[config.mk]
export PLATFORM = sky130hd
export DESIGN_NAME = mem_access_ctrl
export DESIGN_NICKNAME = d
export VERILOG_FILES = /design/src/rtl/mem_pkg.sv /design/src/rtl/stack_pointer_ctr.sv /design/src/rtl/mem_access_ctrl.sv
export SDC_FILE = /design/constraint.sdc
export NUM_CORES = 1
export LEC_CHECK = 0
export ABC_CLOCK_PERIOD_IN_PS = 6400
export BUFFER_PORTS_ARGS = -buffer_cell sky130_fd_sc_hd__buf_2
export CAP_MARGIN = 20
export CORE_MARGIN = 2
export CORE_UTILIZATION = 50
export CTS_BUF_LIST = sky130_fd_sc_hd__clkbuf_2 sky130_fd_sc_hd__clkbuf_4 sky130_fd_sc_hd__clkbuf_8
export CTS_CLUSTER_SIZE = 12
export DETAILED_ROUTE_END_ITERATION = 10
export PLACE_DENSITY = 0.87
export SYNTH_ARGS = -nofsm -noshare
export SYNTH_HDL_FRONTEND = slang
export SYNTH_SLANG_ARGS = --single-unit
export TNS_END_PERCENT = 1
[constraint.sdc]
create_clock -name Clock -period 6.4 [get_ports Clock]
set_input_delay 0.32 -clock Clock [delete_from_list [all_inputs] [get_ports Clock]]
set_output_delay 0.32 -clock Clock [all_outputs]
set_load 0.1 [all_outputs]
[src/rtl/mem_pkg.sv]
// Shared encodings for the memory access controller: request opcodes,
// controller FSM states and default memory/stack depths.
package mem_pkg;

    // Request opcodes as presented on ReqOp
    typedef enum logic [1:0] {
        OpLoad  = 2'b00,
        OpStore = 2'b01,
        OpPush  = 2'b10,
        OpPop   = 2'b11
    } memOp_e;

    // Controller sequencing states
    typedef enum logic [1:0] {
        StIdle  = 2'b00,
        StIssue = 2'b01,
        StWait  = 2'b10,
        StResp  = 2'b11
    } ctrlState_e;

    localparam int unsigned DefMemDepth = 200;
    localparam int unsigned DefStkDepth = 200;

    // STORE and PUSH write the RAM; LOAD and POP read it
    function automatic logic isWriteOp(memOp_e op);
        return (op == OpStore) || (op == OpPush);
    endfunction

    // PUSH and POP address the stack region of the RAM block
    function automatic logic isStackOp(memOp_e op);
        return (op == OpPush) || (op == OpPop);
    endfunction

endpackage

[src/rtl/stack_pointer_ctr.sv]
// Stack entry counter with guarded increment/decrement and full/empty flags.
module stack_pointer_ctr
    import mem_pkg::*;
#(
    parameter int unsigned Depth = DefStkDepth,
    parameter int unsigned SpW   = $clog2(Depth + 1)
) (
    input  logic           Clock,
    input  logic           Reset,
    input  logic           Inc,
    input  logic           Dec,
    output logic [SpW-1:0] Count,
    output logic           Full,
    output logic           Empty
);

    localparam logic [SpW-1:0] DepthW = SpW'(Depth);

    logic [SpW-1:0] countQ;

    // Entry count register; a strobe against a full/empty stack is ignored
    always_ff @(posedge Clock) begin
        if (Reset) begin
            countQ <= '0;
        end else if (Inc && !Full) begin
            countQ <= countQ + 1'b1;
        end else if (Dec && !Empty) begin
            countQ <= countQ - 1'b1;
        end
    end

    assign Count = countQ;
    assign Full  = (countQ == DepthW);
    assign Empty = (countQ == '0);

endmodule

[src/rtl/mem_access_ctrl.sv]
// Single-outstanding request sequencer in front of the RAM/stack block.
// Accepts LOAD/STORE/PUSH/POP, owns the stack pointer, drives registered
// RAM controls and returns one response (with error flag) per request.
module mem_access_ctrl
    import mem_pkg::*;
#(
    parameter int unsigned DATA_W    = 32,
    parameter int unsigned ADDR_W    = 32,
    parameter int unsigned MEM_DEPTH = DefMemDepth,
    parameter int unsigned STK_DEPTH = DefStkDepth,
    parameter int unsigned READ_LAT  = 1
) (
    input  logic              Clock,
    input  logic              Reset,
    input  logic              ReqValid,
    output logic              ReqReady,
    input  logic [1:0]        ReqOp,
    input  logic [ADDR_W-1:0] ReqAddr,
    input  logic [DATA_W-1:0] ReqData,
    output logic              RspValid,
    output logic [DATA_W-1:0] RspData,
    output logic              RspErr,
    output logic [ADDR_W-1:0] MemAddr,
    output logic [DATA_W-1:0] MemDataIn,
    output logic              MemWrite,
    output logic              MemUseStk,
    input  logic [DATA_W-1:0] MemDataOut,
    output logic [ADDR_W-1:0] StackPointer,
    output logic              StkFull,
    output logic              StkEmpty
);

    localparam int unsigned    SpW       = $clog2(STK_DEPTH + 1);
    localparam int unsigned    WaitW     = (READ_LAT > 1) ? $clog2(READ_LAT) : 1;
    localparam logic [WaitW-1:0] LastWait = WaitW'(READ_LAT - 1);
    localparam logic [ADDR_W-1:0] MemDepthA = ADDR_W'(MEM_DEPTH);

    ctrlState_e stateQ, stateD;
    memOp_e     opQ, opD;
    logic       errQ, errD;

    logic [ADDR_W-1:0] memAddrQ, memAddrD;
    logic [DATA_W-1:0] memDataInQ, memDataInD;
    logic              memWriteQ, memWriteD;
    logic              memUseStkQ, memUseStkD;
    logic [DATA_W-1:0] rspDataQ, rspDataD;
    logic [WaitW-1:0]  waitCntQ, waitCntD;

    memOp_e         reqOp;
    logic           reqErr;
    logic [SpW-1:0] spCount;
    logic           spFull, spEmpty;
    logic           spInc, spDec;
    logic           rspPhase;

    assign reqOp = memOp_e'(ReqOp);

    stack_pointer_ctr #(
        .Depth (STK_DEPTH),
        .SpW   (SpW)
    ) u_sp (
        .Clock (Clock),
        .Reset (Reset),
        .Inc   (spInc),
        .Dec   (spDec),
        .Count (spCount),
        .Full  (spFull),
        .Empty (spEmpty)
    );

    // Classify the offered request; rejected requests never touch the RAM
    always_comb begin
        reqErr = 1'b0;
        unique case (reqOp)
            OpLoad, OpStore: reqErr = (ReqAddr >= MemDepthA);
            OpPush:          reqErr = spFull;
            OpPop:           reqErr = spEmpty;
            default:         reqErr = 1'b0;
        endcase
    end

    // Next-state and datapath update for the sequencer
    always_comb begin
        stateD     = stateQ;
        opD        = opQ;
        errD       = errQ;
        memAddrD   = memAddrQ;
        memDataInD = memDataInQ;
        memWriteD  = 1'b0;
        memUseStkD = memUseStkQ;
        rspDataD   = rspDataQ;
        waitCntD   = waitCntQ;
        spInc      = 1'b0;
        spDec      = 1'b0;

        unique case (stateQ)
            StIdle: begin
                if (ReqValid) begin
                    opD      = reqOp;
                    errD     = reqErr;
                    rspDataD = '0;
                    waitCntD = '0;
                    if (reqErr) begin
                        stateD = StResp;
                    end else begin
                        stateD     = StIssue;
                        memDataInD = ReqData;
                        memWriteD  = isWriteOp(reqOp);
                        memUseStkD = isStackOp(reqOp);
                        unique case (reqOp)
                            OpPush:  memAddrD = ADDR_W'(spCount);
                            OpPop:   memAddrD = ADDR_W'(spCount - 1'b1);
                            default: memAddrD = ReqAddr;
                        endcase
                    end
                end
            end
            StIssue: begin
                // SP moves only after the RAM has seen the pre-update address
                spInc  = (opQ == OpPush);
                spDec  = (opQ == OpPop);
                stateD = isWriteOp(opQ) ? StResp : StWait;
            end
            StWait: begin
                if (waitCntQ == LastWait) begin
                    rspDataD = MemDataOut;
                    stateD   = StResp;
                end else begin
                    waitCntD = waitCntQ + 1'b1;
                end
            end
            StResp: begin
                rspDataD = '0;
                stateD   = StIdle;
            end
            default: stateD = StIdle;
        endcase
    end

    // State and registered datapath; reset aborts any in-flight request
    always_ff @(posedge Clock) begin
        if (Reset) begin
            stateQ     <= StIdle;
            opQ        <= OpLoad;
            errQ       <= 1'b0;
            memAddrQ   <= '0;
            memDataInQ <= '0;
            memWriteQ  <= 1'b0;
            memUseStkQ <= 1'b0;
            rspDataQ   <= '0;
            waitCntQ   <= '0;
        end else begin
            stateQ     <= stateD;
            opQ        <= opD;
            errQ       <= errD;
            memAddrQ   <= memAddrD;
            memDataInQ <= memDataInD;
            memWriteQ  <= memWriteD;
            memUseStkQ <= memUseStkD;
            rspDataQ   <= rspDataD;
            waitCntQ   <= waitCntD;
        end
    end

    // Gate strobes with Reset so nothing escapes while reset is held
    assign rspPhase     = (stateQ == StResp) && !Reset;
    assign ReqReady     = (stateQ == StIdle);
    assign RspValid     = rspPhase;
    assign RspErr       = rspPhase && errQ;
    assign RspData      = rspDataQ;
    assign MemAddr      = memAddrQ;
    assign MemDataIn    = memDataInQ;
    assign MemWrite     = memWriteQ && !Reset;
    assign MemUseStk    = memUseStkQ;
    assign StackPointer = ADDR_W'(spCount);
    assign StkFull      = spFull;
    assign StkEmpty     = spEmpty;

endmodule

======== Word level (Yosys, flattened, before mapping) ========
Cells that the tools add are included.
storage, ports and cells
  register bits after elaboration ......... 112
  word-level logic and storage cells ...... 71
operators by class
  $add $sub $neg .......................... 4
  magnitude comparators ................... 1
  equal/unequal tests ..................... 12
  mux-type cells .......................... 17
  bitwise logic cells ..................... 3
  reduce and logical (&&, ||, !) cells .... 24
operator list
  cell                 count
  $pmux 32 s3          1
  $mux 32              2
  $pmux 32 s2          1
  $ge 32x8->1 const B  1
  $mux 8               2
  $eq 2x2->1 const B   6
  $sub 8x1->9 const B  1
  $add 8x1->8 const B  1
  $eq 8x8->1 const B   1
  $logic_not 8->1      1
  $pmux 2 s4           1
  $sub 8x1->8 const B  1
  $eq 2x1->1 const B   3
  $mux 2               3
  $reduce_and 2->1     3
  $reduce_and 3->1     2
  $logic_and 1x1->1    5
  $mux 1               5
  $logic_not 2->1      2
  $ne 2x2->1 const B   2
  $reduce_bool 2->1    2
  $reduce_or 4->1      1
  $logic_not 1->1      3
  $logic_or 1x1->1     3
  6 further kinds      8

======== Depth between registers and ports, before layout ========
  depth after elaboration ................. 6
  mapped depth ............................ 10
  depth with buffers taken out ............ 10

======== Hierarchy ========
Synthesis repeated with hierarchy kept, for this count alone.
second synthesis, totals
  cells, all modules ...................... 509
  area total of the unflattened synthesis .. 4959.8 um^2
modules (own cells, without submodules)
  module             instances  cells an instance  area each (um^2)  seq. area each (um^2)
  mem_access_ctrl    1          438                4312.9            2062.0
  stack_pointer_ctr  1          71                 646.9             160.2

======== Least setup slack after synthesis ========
OpenSTA, ideal clock, no wires.
  path kind ............................... flip-flop to output port
  start point ............................. reg u_sp.countQ[7], in the netlist u_sp.Count[7]
  end point ............................... out StkFull
  arrival ................................. 3.380 ns
  required time ........................... 6.080 ns
  path slack .............................. 2.700 ns
  stages on the path, launching flop included .. 3
  buffers on the path ..................... 0
  cell sequence ........................... dfxtp_1 > nand3b_1 > nor3_1
on the way
  cells in the longest elaborated chain, start to end .. 1
ends and longest elaborated chain
  element                 line                     source
  from (decl)             stack_pointer_ctr.sv:19  logic [SpW-1:0] countQ;
  from (signal assigned)  stack_pointer_ctr.sv:26  countQ <= countQ + 1'b1;
  from (signal assigned)  stack_pointer_ctr.sv:28  countQ <= countQ - 1'b1;
  $eq 8x8->1              stack_pointer_ctr.sv:33  assign Full = (countQ == DepthW);
  to (decl)               mem_access_ctrl.sv:29    output logic StkFull,
Every way passes these cells.

======== Final worst setup path ========
  start point ............................. reg u_sp.countQ[0], in the netlist u_sp.Count[0]
  end point ............................... reg u_sp.countQ[7], in the netlist u_sp.Count[7]
on the way
  cells in the longest elaborated chain, start to end .. 4
  elaborated cells on any way between the ends .. 11
ends and longest elaborated chain
  element
  branches (longest 4 deep; another with $sub 8x1->8)
Several ways; the timed one is not identified. The select of a mux whose other input is x is not followed.
A chain may end at the register's enable or synchronous reset.

==> flow_results.org <==
** Outcome
- Result of the run :: finished clean

** STA
- Slew at the pin with the worst max-slew slack :: 1.09 ns
- The final critical path takes up 49.2% of the cycle.
- The hold violation total from the final report came to 0.
- Slew headroom :: between 20% and 30%
- Post-Route Skew :: 0.0168 ns
- The count of final max-slew check failures was 0.
- Setup repair after global routing left no endpoint under its margin.
- Fin Setup TNS :: 0 ns
- Maximum operating frequency :: 318 MHz
- Final setup violating endpoints :: 0
- Hold slack :: 0.148 ns
- Across all setup checks in the final design, the least slack found is 3.25 ns.
- The clock period could shrink to 3.15 ns.

** Yosys
- Adder-cell share of the synthesized area :: under 10%
- Counting flops with an async set or reset pin after synthesis yields a share of 0%.
- After synthesis, the share of cell area in mux cells is 1.09%.
- Post-Synth Simple-Gate Area :: between 10% and 20%
- Summing the areas of all compound-gate instances in the mapped netlist gives 21.8% of the synthesized area.
- Post-synthesis share of cell area spent on xor and xnor gates :: between 1 and 1.5%
- Sequential area share after synthesis :: 48.3%
- Count of state elements after synthesis :: 111
- In this run the mean area of a mapped cell was 9.43 sq um.
- Number of synthesized flops with an enable pin :: 0
- Synthesis produced a netlist whose cell count is 488.
- Distinct cells, synth :: 50
- Cell accounting for the most synthesized area :: dfxtp_1
- Syn Std Cell Area :: 4600 sq um
- Main flop type after synthesis :: dfxtp_1
- After synthesis, the largest family of logic cells by area is compound AO/OA/AOI/OAI gates.
- Of the post-synthesis cell area, the dominant cell type holds 48.3%.
- By area the synthesized netlist is led by dfxtp_1 48%, a22o_1 7.8%, a21oi_1 4.8%.
- Total number of yosys warnings :: 0

** GRT
- Global routing finished with a remaining overflow of 0.
- Maximum number of pins on one net before global-route repair :: 57
- The via count of the first global-routing pass was slightly below 4000.
- Gr usage total :: between 20% and 30%
- Initial antenna violation count :: 0
- First-pass GRT wire length :: between 15000 and 20000 microns

** Clock network
- TritonCTS built the clock tree.
- The H-tree was split into 3 levels.
- In this run, CTS created clock tree buffers numbering 9.
- The clock passes through at most 2 buffers.
- After clock tree synthesis, the clock-pin slew on the worst setup and hold paths is 0.11 ns.
- Worst skew pair latency :: ~0.37 ns
- Clock Sinks :: 111
- Post-cts resize count :: 0
- Buffers added to address setup during post-CTS repair amount to 0.
- Clock Root Buffer :: clkbuf_8
- # hold bufs at CTS :: 0

** Setup path
- List of cells traversed by the critical path :: inv_1 > ha_1 > nand2_1 > o311ai_1 > buf_2 > ha_1 > a21oi_1 > o2111a_1 > o211a_1 > o21ai_0 > nor3b_1
- The largest individual stage delay along the critical path comes from the cell o311ai_1.
- Data on the critical path is required at its endpoint by 6.64 ns.
- Critical path capture point type :: flop
- The critical path is of the flop to flop type.
- Crit path DAT :: 3.39 ns
- Most used cell along the critical path :: ha_1
- Along the worst path, the maximum fanout reaches 7.
- Crit start category :: flop
- The largest single stage delay on the critical path is approximately 0.74 ns.

** Floorplanning
- Count of pins on the block boundary :: approximately 240
- Standard-cell rows :: 35
- Die Y-Extent :: approximately 100 microns
- Core box area :: between 9000 and 10000 sq um
- Die area :: 9990 sq um
- Die width :: 99.9 microns
- Once the floorplan was initialized, standard cells occupied 50.8% of the core.

** Cells and area
- Antenna diode instance count :: 0
- Util after Layout :: 64.0%
- Area growth from synthesis to final layout :: 26.0%
- After the last flow step, the layout net total stands at 800.
- The post-route netlist has about 35% of its cells at a drive strength greater than 1.
- Fill cells in the final layout number 793.
- Summing all flip-flop and latch instances after layout gives 2220 sq um.
- Area of combinational cells with multiple inputs :: 2100 sq um
- Leaving out fill and tap cells, the most frequent cells in the layout are 212 x buf_2, 111 x dfxtp_1, 50 x nand2_1.
- Leaving out fill and tap cells, the most frequent cell in the layout is buf_2.

** Detailed routing
- Count of TritonRoute iterations in the first routing pass :: 4
- The detailed router placed about 4200 vias in this run.
- For this block, the initial DRC count from the detailed router was 139.
- In this run the remaining antenna-violating nets after routing total 0.
- Using the TritonRoute via totals, the vias-per-cell ratio works out to around 5.3.
- Wires add up to about 12000 microns.
- Dividing the detail-routed wire length by the instance count gives ~15 microns.
- DRC violation count after routing :: 0

** Place
- Summed over all nets, the half-perimeter wirelength after detailed placement is approximately 8900 microns.
- Input and output buffers added on the ports amount to 211.
- Routability-driven placement finished with a final weighted congestion of 0.893.
- Before CTS, the worst setup slack after placement is 3.29 ns.

** Power and ir drop
- Power density relative to cell area :: around 400 nW/um^2
- Worst IR Drop VDD :: 0.219 mV
- Leakage :: 3.02 nW
- Summing internal, switching and leakage power gives 2.32 mW.

** Job
- Reported max-cap violation count :: 0

** Hold path
- Hold Path Class :: input pin to flop
-- registers in the layout, indices dropped and copies added (netlist names) --
| signal | cells |
|---|---|
| MemDataIn | 32 |
| stateQ | 2 |
| errQ | 1 |
| memWriteQ | 1 |
| RspData | 32 |
| u_sp.Count | 8 |
| MemUseStk | 1 |
| opQ | 2 |
| MemAddr | 32 |
-- layer usage --
metal	share of wire, %	global-route usage, %	up-vias
li1	-	-	2073
met1	40	25.7	1964
met2	50	40.3	184
met3	7.0	4.60	25
met4	2.5	8.85	0
met5	0	0	-
-- worst max-delay path: cells and delay by family (launching register included) --
kind / cells / cell delay, ns
AOI/OAI and AO/OA: 5 / 1.51
adders and majority gates: 2 / 0.42
buffers and inverters: 2 / 0.46
DFF: 1 / 0.38
and+or+nand+nor: 2 / 0.23
-- through the flow --
stage / instance area [sq um] / std cells
finish: 5800 / 798
floorplan: 4690 / 511
CTS: 5790 / 797
global route: 5800 / 798
detailed placement: 5590 / 781
global placement: 5590 / 780
-- synth_stat cells, types with 11 or more instances --
cell type	number
a22o_1	41
buf_4	25
nand3_1	39
nor2_1	14
clkbuf_1	15
inv_1	12
o21ai_0	11
ha_1	16
a21o_1	23
buf_2	11
dfxtp_1	111
a21oi_1	44
nand2_1	50
-- cell families after synthesis --
logic type,Yosys count
DFF,111
other,1
buffers and inverters,68
AOI/OAI and AO/OA,141
adders and majority gates,17
and+or+nand+nor,139
muxes,5
xor gates and xnor gates,6
-- final timing paths --
kind	from	end	slack (ns)	cells past startpoint
worst min register to register	MemAddr[29]	MemAddr[29]	0.45	1
worst max register to register	u_sp.Count[0]	u_sp.Count[7]	3.25	11
worst max-delay path	u_sp.Count[0]	u_sp.Count[7]	3.25	11
worst min-delay path	ReqData[5]	MemDataIn[5]	0.15	2
-- final cells by class --
| cell class | instances | area share (%) |
|---|---|---|
| Timing Repair Buffer | 216 | 18.9 |
| Sequential cell | 111 | 38.3 |
| Multi-Input combinational cell | 332 | 36.2 |
| Clock buffer | 10 | 2.26 |
| Clock inverter | 6 | 1.08 |
| Inverter | 12 | 0.777 |
| Tap cell | 111 | 2.39 |
-- where the power goes --
| group | switching, mW | total (mW) | leakage, nW | internal [mW] |
|---|---|---|---|---|
| logic | 0.893 | 1.09 | 2.02 | 0.201 |
| clock network | 0.255 | 0.413 | 0.100 | 0.157 |
| registers | 0.0471 | 0.815 | 0.900 | 0.768 |
No activity file was read; power rests on OpenSTA's default activity.
